`config.mk`:
```
export PLATFORM = sky130hd
export DESIGN_NAME = hive_stack_err_flat
export DESIGN_NICKNAME = d
export VERILOG_FILES = /design/src/rtl/hive_stack_err_if.sv /design/src/rtl/hive_stack_err.sv /design/src/flat_wrapper.sv
export SDC_FILE = /design/constraint.sdc
export NUM_CORES = 1
export LEC_CHECK = 0
export ABC_CLOCK_PERIOD_IN_PS = 5830
export BUFFER_PORTS_ARGS = -buffer_cell sky130_fd_sc_hd__buf_2
export CAP_MARGIN = 40
export CORE_ASPECT_RATIO = 1.4
export CORE_MARGIN = 3
export CORE_UTILIZATION = 45
export DETAILED_ROUTE_END_ITERATION = 8
export HOLD_SLACK_MARGIN = 0.03
export MAX_ROUTING_LAYER = met4
export PLACE_DENSITY = 0.71
export SYNTH_ARGS = -nofsm -noshare
export SYNTH_HDL_FRONTEND = slang
export SYNTH_SLANG_ARGS = --single-unit
```
`constraint.sdc`:
```
create_clock -name clk_i -period 5.83 [get_ports clk_i]
set_input_delay 0.2915 -clock clk_i [delete_from_list [all_inputs] [get_ports clk_i]]
set_output_delay 0.2915 -clock clk_i [all_outputs]
set_load 0.02 [all_outputs]
```
`src/rtl/hive_stack_err_if.sv`:
```
// Bundles the stack-error, readback, clear, counter and interrupt signals of
// hive_stack_err. The clock and reset remain separate ports on the module.
//
// Signals (the directions shown are as seen by the slave, hive_stack_err):
//   id_2_i      in   THD_W    thread ID at stage 2
//   pop_er_2_i  in   STK_N    pop-when-empty strobes for id_2_i
//   id_6_i      in   THD_W    thread ID at stage 6
//   psh_er_6_i  in   STK_N    push-when-full strobes for id_6_i
//   en_i        in   THD_N    per-thread interrupt enable
//   rd_id_i     in   THD_W    readback thread select
//   rd_data_o   out  2*STK_N  {psh, pop} flags of the selected thread
//   clr_i       in   1        clear strobe
//   clr_id_i    in   THD_W    thread to clear
//   clr_msk_i   in   2*STK_N  write-one-to-clear mask, {psh, pop} layout
//   cnt_clr_i   in   1        error counter clear
//   cnt_o       out  CNT_W    saturating error event count
//   irq_o       out  THD_N    per-thread interrupt request
interface hive_stack_err_if #(
    parameter int unsigned THD_W = 3,
    parameter int unsigned STK_N = 4,
    parameter int unsigned CNT_W = 8
);
    localparam int unsigned THD_N = 1 << THD_W;

    logic [THD_W-1:0]   id_2_i;
    logic [STK_N-1:0]   pop_er_2_i;
    logic [THD_W-1:0]   id_6_i;
    logic [STK_N-1:0]   psh_er_6_i;
    logic [THD_N-1:0]   en_i;
    logic [THD_W-1:0]   rd_id_i;
    logic [2*STK_N-1:0] rd_data_o;
    logic               clr_i;
    logic [THD_W-1:0]   clr_id_i;
    logic [2*STK_N-1:0] clr_msk_i;
    logic               cnt_clr_i;
    logic [CNT_W-1:0]   cnt_o;
    logic [THD_N-1:0]   irq_o;

    // Stimulus side (the stack pipeline and the register host).
    modport master (
        output id_2_i, pop_er_2_i, id_6_i, psh_er_6_i, en_i, rd_id_i,
        output clr_i, clr_id_i, clr_msk_i, cnt_clr_i,
        input  rd_data_o, cnt_o, irq_o
    );

    // Error collector side.
    modport slave (
        input  id_2_i, pop_er_2_i, id_6_i, psh_er_6_i, en_i, rd_id_i,
        input  clr_i, clr_id_i, clr_msk_i, cnt_clr_i,
        output rd_data_o, cnt_o, irq_o
    );
endinterface

```
`src/rtl/hive_stack_err.sv`:
```
// Collects the Hive stack LIFO error strobes. It keeps sticky per-thread,
// per-stack pop/push error flags and a saturating count of error events, and it
// raises per-thread interrupts. The flags are read back through a registered
// port and cleared by write-one-to-clear.
//
// Ports:
//   clk_i  in  clock
//   rst_i  in  asynchronous active-low reset
//   bus    hive_stack_err_if.slave  (error strobes, readback, clear, counter, irq)
//
// All outputs are registered, so no input reaches an output combinationally.
module hive_stack_err #(
    parameter int unsigned THD_W = 3,
    parameter int unsigned STK_N = 4,
    parameter int unsigned CNT_W = 8
) (
    input logic            clk_i,
    input logic            rst_i,
    hive_stack_err_if.slave bus
);
    localparam int unsigned THD_N = 1 << THD_W;
    localparam int unsigned FLG_W = 2 * STK_N;

    typedef struct packed {
        logic [THD_N-1:0][STK_N-1:0] psh;
        logic [THD_N-1:0][STK_N-1:0] pop;
    } flg_t;

    flg_t             flg_q, flg_d;
    logic [FLG_W-1:0] rd_q, rd_d;
    logic [THD_N-1:0] irq_q, irq_d;
    logic [CNT_W-1:0] cnt_q, cnt_d;

    // Clear masks are split into the pop and push halves and gated by clr_i.
    logic [STK_N-1:0] pop_clr_msk, psh_clr_msk;

    assign pop_clr_msk = bus.clr_i ? bus.clr_msk_i[STK_N-1:0]     : '0;
    assign psh_clr_msk = bus.clr_i ? bus.clr_msk_i[FLG_W-1:STK_N] : '0;

    // Flag next state. The clear is applied first and the set after it, so an
    // error arriving in the same cycle as its clear leaves the flag at 1.
    always_comb begin
        flg_d = flg_q;
        flg_d.pop[bus.clr_id_i] = flg_d.pop[bus.clr_id_i] & ~pop_clr_msk;
        flg_d.psh[bus.clr_id_i] = flg_d.psh[bus.clr_id_i] & ~psh_clr_msk;
        // Both sources may name the same thread. Each one ORs into its own half.
        flg_d.pop[bus.id_2_i] = flg_d.pop[bus.id_2_i] | bus.pop_er_2_i;
        flg_d.psh[bus.id_6_i] = flg_d.psh[bus.id_6_i] | bus.psh_er_6_i;
    end

    // The interrupt is taken from the next state, so it rises on the same edge
    // as the flag and falls on the edge that clears the last flag.
    always_comb begin
        irq_d = '0;
        for (int unsigned t = 0; t < THD_N; t++) begin
            irq_d[t] = bus.en_i[t] & ((|flg_d.pop[t]) | (|flg_d.psh[t]));
        end
    end

    // The readback samples the current flag register and not the next state.
    assign rd_d = {flg_q.psh[bus.rd_id_i], flg_q.pop[bus.rd_id_i]};

    // Event counter. inc counts every strobe bit, including bits on flags that
    // are already set. The sum has two extra bits so it cannot wrap before the
    // saturation compare.
    logic [CNT_W:0]   inc;
    logic [CNT_W+1:0] cnt_base;
    logic [CNT_W+1:0] cnt_sum;

    localparam logic [CNT_W+1:0] CntMax = {2'b00, {CNT_W{1'b1}}};

    always_comb begin
        inc = '0;
        for (int unsigned s = 0; s < STK_N; s++) begin
            inc = inc + (CNT_W+1)'(bus.pop_er_2_i[s]) + (CNT_W+1)'(bus.psh_er_6_i[s]);
        end
    end

    // A counter clear restarts from zero but keeps the events of this cycle.
    assign cnt_base = bus.cnt_clr_i ? '0 : {2'b00, cnt_q};
    assign cnt_sum  = cnt_base + {1'b0, inc};
    assign cnt_d    = (cnt_sum > CntMax) ? {CNT_W{1'b1}} : cnt_sum[CNT_W-1:0];

    always_ff @(posedge clk_i or negedge rst_i) begin
        if (!rst_i) begin
            flg_q <= '0;
            rd_q  <= '0;
            irq_q <= '0;
            cnt_q <= '0;
        end else begin
            flg_q <= flg_d;
            rd_q  <= rd_d;
            irq_q <= irq_d;
            cnt_q <= cnt_d;
        end
    end

    assign bus.rd_data_o = rd_q;
    assign bus.irq_o     = irq_q;
    assign bus.cnt_o     = cnt_q;

endmodule

```
`src/flat_wrapper.sv`:
```
// flat-port wrapper written by rule: the top's interface ports become plain ports
module hive_stack_err_flat 
#(
    parameter int unsigned THD_W = 3,
    parameter int unsigned STK_N = 4,
    parameter int unsigned CNT_W = 8
)
  (clk_i, rst_i, bus_id_2_i, bus_pop_er_2_i, bus_id_6_i, bus_psh_er_6_i, bus_en_i, bus_rd_id_i, bus_clr_i, bus_clr_id_i, bus_clr_msk_i, bus_cnt_clr_i, bus_rd_data_o, bus_cnt_o, bus_irq_o);
  hive_stack_err_if #(.THD_W(THD_W), .STK_N(STK_N), .CNT_W(CNT_W)) bus_i ();
  input logic clk_i;
  input logic rst_i;
  input wire logic [$bits(bus_i.id_2_i)-1:0] bus_id_2_i;
  input wire logic [$bits(bus_i.pop_er_2_i)-1:0] bus_pop_er_2_i;
  input wire logic [$bits(bus_i.id_6_i)-1:0] bus_id_6_i;
  input wire logic [$bits(bus_i.psh_er_6_i)-1:0] bus_psh_er_6_i;
  input wire logic [$bits(bus_i.en_i)-1:0] bus_en_i;
  input wire logic [$bits(bus_i.rd_id_i)-1:0] bus_rd_id_i;
  input wire logic [$bits(bus_i.clr_i)-1:0] bus_clr_i;
  input wire logic [$bits(bus_i.clr_id_i)-1:0] bus_clr_id_i;
  input wire logic [$bits(bus_i.clr_msk_i)-1:0] bus_clr_msk_i;
  input wire logic [$bits(bus_i.cnt_clr_i)-1:0] bus_cnt_clr_i;
  output wire logic [$bits(bus_i.rd_data_o)-1:0] bus_rd_data_o;
  output wire logic [$bits(bus_i.cnt_o)-1:0] bus_cnt_o;
  output wire logic [$bits(bus_i.irq_o)-1:0] bus_irq_o;
  assign bus_i.id_2_i = bus_id_2_i;
  assign bus_i.pop_er_2_i = bus_pop_er_2_i;
  assign bus_i.id_6_i = bus_id_6_i;
  assign bus_i.psh_er_6_i = bus_psh_er_6_i;
  assign bus_i.en_i = bus_en_i;
  assign bus_i.rd_id_i = bus_rd_id_i;
  assign bus_i.clr_i = bus_clr_i;
  assign bus_i.clr_id_i = bus_clr_id_i;
  assign bus_i.clr_msk_i = bus_clr_msk_i;
  assign bus_i.cnt_clr_i = bus_cnt_clr_i;
  assign bus_rd_data_o = bus_i.rd_data_o;
  assign bus_cnt_o = bus_i.cnt_o;
  assign bus_irq_o = bus_i.irq_o;
  hive_stack_err #(.THD_W(THD_W), .STK_N(STK_N), .CNT_W(CNT_W)) u_core (.clk_i(clk_i), .rst_i(rst_i), .bus(bus_i));
endmodule
```
==> After elaboration in Yosys (flattened, before gate mapping) <==
Index checks and enable logic that the tools add are counted.
{ "word_totals": {"regBits": 88, "input_bits": 40, "out_inout_bits": 24, "wordCells": 102} }
{ "op_classes": {"n_addsub": 8, "magnitude_cmp": 8, "mux": 26, "n_bitwise": 22, "reduce_logical": 19} }
{ "op_table": {"columns": ["op", "n"], "rows": [
  ["$bwmux W32", 4],
  ["$bmux W4 S3", 6],
  ["$reduce_or A4 Y1", 16],
  ["$add A9 B1 Y9", 6],
  ["$mux W4", 11],
  ["$demux W4 S3", 3],
  ["$lt A3 B4 Y1 const B", 4],
  ["$mux W8", 2],
  ["$add A10 B9 Y10", 1],
  ["$gt A10 B8 Y1 const B", 1],
  ["$ge A3 B1 Y1 const B", 3],
  ["$and A1 B1 Y1", 8],
  ["$and A4 B4 Y4", 2],
  ["$not A4 Y4", 2],
  ["$or A1 B1 Y1", 8],
  ["$or A4 B4 Y4", 2],
  ["$logic_and A1 B1 Y1", 3],
  ["$add A1 B1 Y2", 1]
]} }

==> Longest topological paths before layout <==
{ "depth": {"ltp_word": 12, "mapped_depth": 15} }

==> Worst setup path after synthesis <==
Ideal clock, no wire load.
{ "synth_path": {"kind": "input port to flip-flop", "from": "in bus_psh_er_6_i[0]", "to": "reg u_core.cnt_q[7], in the netlist u_core.bus.cnt_o[7]", "setup_ns": 0.134, "t_arrival_ns": 3.526, "t_required_ns": 5.696, "slack_ns": 2.169, "cell_stages": 13, "path_buffers": 0, "path_cell_list": "ha_1 -> inv_1 -> fa_1 -> fa_1 -> fa_1 -> inv_1 -> fa_1 -> fa_1 -> a21o_1 -> a21oi_1 -> nor2b_1 -> o21ai_0 -> o21ai_0"} }
{ "synth_between": {"elab_chain_cells": 10} }
{ "synth_lines": {"columns": ["item", "line", "source"], "rows": [
  ["from (decl)", "flat_wrapper.sv:15", "input wire logic [$bits(bus_i.psh_er_6_i)-1:0] bus_psh_er_6_i;"],
  ["$add A1 B1 Y2 *", "hive_stack_err.sv:75", "inc = inc + (CNT_W+1)'(bus.pop_er_2_i[s]) + (CNT_W+1)'(bus.psh_er_6_i[s]);"],
  ["$add A9 B1 Y9 * (6 in series)", "hive_stack_err.sv:75", null],
  ["$add A10 B9 Y10 *", "hive_stack_err.sv:81", "assign cnt_sum = cnt_base + {1'b0, inc};"],
  ["$gt A10 B8 Y1", "hive_stack_err.sv:82", "assign cnt_d = (cnt_sum > CntMax) ? {CNT_W{1'b1}} : cnt_sum[CNT_W-1:0];"],
  ["$mux W8 *", "hive_stack_err.sv:82", null],
  ["named net u_core.cnt_d[7]", "hive_stack_err.sv:32", "logic [CNT_W-1:0] cnt_q, cnt_d;"],
  ["to (signal assigned)", "hive_stack_err.sv:94", "cnt_q <= cnt_d;"],
  ["to (decl)", "hive_stack_err.sv:32", null]
]} }
Mark *: on every way through the listed nets, which the timed path passes. The rest lies on a longest branch.

==> Final worst setup path <==
{ "layout_path": {"from": "in bus_pop_er_2_i[0]", "to": "reg u_core.cnt_q[1], in the netlist u_core.bus.cnt_o[1]"} }
{ "layout_between": {"elab_chain_cells": 10} }
{ "layout_lines": {"columns": ["item", "line", "source"], "rows": [
  ["from (decl)", "flat_wrapper.sv:13", "input wire logic [$bits(bus_i.pop_er_2_i)-1:0] bus_pop_er_2_i;"],
  ["$add A1 B1 Y2 *", "hive_stack_err.sv:75", null],
  ["$add A9 B1 Y9 * (6 in series)", "hive_stack_err.sv:75", null],
  ["$add A10 B9 Y10 *", "hive_stack_err.sv:81", null],
  ["$gt A10 B8 Y1", "hive_stack_err.sv:82", null],
  ["$mux W8 *", "hive_stack_err.sv:82", null],
  ["named net u_core.cnt_d[1]", "hive_stack_err.sv:32", null]
]} }
Marks and branches as above.

==> metrics.csv <==
stage;metric;value;unit
grt;antenna_found_initial;0;
grt;grt_max_degree;64;
power_and_ir_drop;clkPwrFrac;26.1;%
detailed_routing;drt-initial-drc-count;745;
power_and_ir_drop;vdd_drop_max;0.1525;mV
die;core;0.01358;mm2
power_and_ir_drop;power.internal;1431;uW
synth;synth_nets;738;
cells_and_area;antenna_cells;0;
timing;finalClockSkew;0.01003;ns
cts;cts-root-buf;clkbuf_16;
cts;cts_resized;0;
hold_path;holdPathStages;3;
power_and_ir_drop;p_leak;0.002938;uW
power_and_ir_drop;p_switching;893.4;uW
synth;synth.yosys.seq_area_share;34.73;%
cts;clkSlewWorstSetupHoldPaths;0.07;ns
cells_and_area;area_growth;10.74;%
cells_and_area;layout.nets;774;
cells_and_area;layout_common_cells;dfrtp_1 (88), nand2_1 (74), buf_2 (63);
cts;numCtsBuffers;9;
grt;grt_pass1_wl;35220;um
cells_and_area;drive_gt1_share;21.46;%
cts;clockBufferDepth;2;
run;maxCapViolCount;0;
timing;finalHoldViolCount;0;
place;dpl-instance-area;0.006704;mm2
detailed_routing;vias;6144;
cts;cts_tree;yes;
grt;grt_pass1_vias;5987;
worst_setup_path;path_cells;buf_2, ha_1, inv_1, fa_1, fa_1, fa_1, inv_1, fa_1, fa_1, a21o_1, a21oi_1, nor2b_1, nand2_1, nand2b_1;
detailed_routing;ant_nets;0;
hold_path;worstHoldStart;bus_en_i[3];
timing;tightest_slew;0.9304;ns
grt;track_usage;30.50;%
worst_setup_path;r2r-start;u_core.flg_q[25];
grt;overflow;0;
synth;netlist-cell-type-count;80;
timing;rsz0062_at_grt;false;
timing;fmax;265.0;MHz
cells_and_area;layout_commonest_cell;dfrtp_1;
synth;ys.flop_type;dfrtp_1;
timing;setup_violations;0;
synth;avgSynthCellArea;9.242;um2
timing;holdWs;0.1437;ns
detailed_routing;wire_per_inst;25.45;um
detailed_routing;firstDrtPassIters;6;
die;dieHeight;146.4;um
detailed_routing;drc_errors;0;
timing;finalMaxSlewViolations;0;
cts;clk_latency;0.35;ns
die;fp.dieArea;0.01557;mm2
hold_path;holdPathEnd;u_core.bus.irq_o[3];
power_and_ir_drop;seqPwrFrac;39.0;%
die;initial_core_util;46.70;%
power_and_ir_drop;p_per_area;331.2;mW/mm2
synth;synthArstFlopShare;100.0;%
synth;synth_area;0.006340;mm2
power_and_ir_drop;combinationalPowerShare;34.9;%
timing;finalCritPeriodShare;64.73;%
worst_setup_path;critPathLaunchType;input port;
detailed_routing;avgViaCountPerCell;6.759;
cts;cts_htree_levels;3;
place;place_inst;892;
worst_setup_path;rrSetupSlack;2.81;ns
power_and_ir_drop;switching_share;38.43;%
cells_and_area;layout.cells.non_filler;909;
cts;cts_sinks;88;
worst_setup_path;rr_endpoint;u_core.bus.irq_o[4];
timing;max_slew_margin;37.97;%
timing;tns;0;ns
synth;ys_ff_latch;88;
worst_setup_path;cp_common_cell;fa_1;
timing;period_needed;3.774;ns
worst_setup_path;worstPathMaxFanout;6;
worst_setup_path;crit_arrival;4.00;ns
cts;cts_setup_buffers;0;
worst_setup_path;cpMaxStageDelayCell;fa_1;
synth;synth_edf_count;0;
worst_setup_path;cp_slowest_stage_delay;0.51;ns
detailed_routing;routed_wl;23130;um
place;dp_hpwl;17460;um
outcome;run_status;finished clean;
worst_setup_path;worst-setup-path-type;in -> reg;
place;place.gp.congestion;1.019;
place;portBuffers;63;
worst_setup_path;r2r_cells;7;
hold_path;hold_class;in -> reg;
worst_setup_path;crit_required;6.06;ns
die;die_x;106.3;um
die;row_count;50;
worst_setup_path;end_kind;flip-flop;
cts;ctsHoldBuffers;1;
synth;yosys_warnings;0;
die;ios;64;
cells_and_area;fin_area;0.007020;mm2
synth;syn-instance-count;686;
[critical path, delay by kind of cell]
family          cells  cell delay, ns
buf+inv             3            0.27
compound gates      2            0.47
simple gates        3            0.40
fa+ha+maj           6            2.57
[power groups by stage]
| stage | logic [uW] | clock network (uW) | registers, uW |
|---|---|---|---|
| final | 812 | 607 | 906 |
| after CTS | 794 | 608 | 892 |
| after floorplan | 518 | 0 | 891 |
| after detailed placement | 787 | 0 | 902 |
| after global placement | 772 | 0 | 896 |
| after global routing | 872 | 635 | 911 |
[logic make-up (layout without fill, tap and decap cells)]
group | Yosys count | after routing | share of synthesized area (%)
AND/OR/NAND/NOR | 246 | 246 | 21.16
adder cells (fa/ha/maj) | 12 | 12 | 2.960
flip-flops | 88 | 88 | 34.73
AO/OA/AOI/OAI | 210 | 210 | 22.87
XOR/XNOR | 8 | 8 | 1.105
multiplexers | 53 | 53 | 11.98
buffers and inverters | 69 | 110 | 5.190
[final cells by class]
type                       count  area, um2
sequential                    88       2202
tap                          182      227.7
inverter                      19      71.32
multi-input combinational    529       3809
fill                        1270       6555
clock inverter                 6      67.56
clock buffer                  10      239.0
timing repair buffer          75      404.1
[state kept, by name, summed over array words and instances, names as in the netlist]
name                  flops
u_core.flg_q             64
u_core.bus.cnt_o          8
u_core.bus.irq_o          8
u_core.bus.rd_data_o      8
[per-stage QoR]
stage / util (%) / power (uW) / setup slack, ns
6_report: 51.71 / 2325 / 2.056
5_1_grt: 51.71 / 2418 / 1.951
4_1_cts: 51.71 / 2295 / 2.052
3_5_place_dp: 49.38 / 1688 / 1.678
3_3_place_gp: 49.26 / 1668 / 1.829
2_1_floorplan: - / 1409 / 2.169
[synth_stat cells, drive strengths merged (5+ instances only)]
master	instances	area share [%]
dfrtp	88	35
o21a	8	0.95
ha	7	1.4
nand3	40	3.3
a22oi	18	2.1
a31oi	21	2.1
nor2b	19	1.9
nand2b	7	0.69
a21oi	53	4.2
or2	6	0.59
nor3	8	0.71
mux2i	14	2.2
or3	5	0.49
nand3b	5	0.71
or4	7	0.83
nor2	34	2.1
inv	19	1.1
xor2	5	0.69
fa	5	1.6
clkbuf	28	1.7
nor3b	6	0.87
and3b	6	0.83
o21ai	35	2.8
and3	7	0.69
mux4	16	5.7
nand2	74	4.4
o22ai	9	0.89
or3b	5	0.69
o211ai	6	0.79
mux2	23	4.1
a211oi	8	1.3
nand4	6	0.69
buf	22	2.4
a21o	11	1.3
[metal layers]
metal,routed length (um),GRT usage (%)
met1,8587,36.95
met2,11080,48.19
met3,2073,4.600
met4,1389,17.63
met5,0,-
[worst max-delay path by stage]
| stage | from | endpoint | slack, ns | cells past startpoint |
|---|---|---|---|---|
| 6_report | bus_pop_er_2_i[0] | u_core.bus.cnt_o[1] | 2.06 | 14 |
| 4_1_cts | bus_pop_er_2_i[0] | u_core.bus.cnt_o[1] | 2.05 | 14 |
| 5_1_grt | bus_pop_er_2_i[0] | u_core.bus.cnt_o[1] | 1.95 | 14 |
| 3_3_place_gp | bus_pop_er_2_i[0] | u_core.bus.cnt_o[1] | 1.83 | 14 |
| 3_5_place_dp | bus_pop_er_2_i[0] | u_core.bus.cnt_o[1] | 1.68 | 14 |
| 2_1_floorplan | bus_psh_er_6_i[0] | u_core.bus.cnt_o[7] | 2.17 | 13 |
Note: power is estimated with default switching activity, not from simulation.
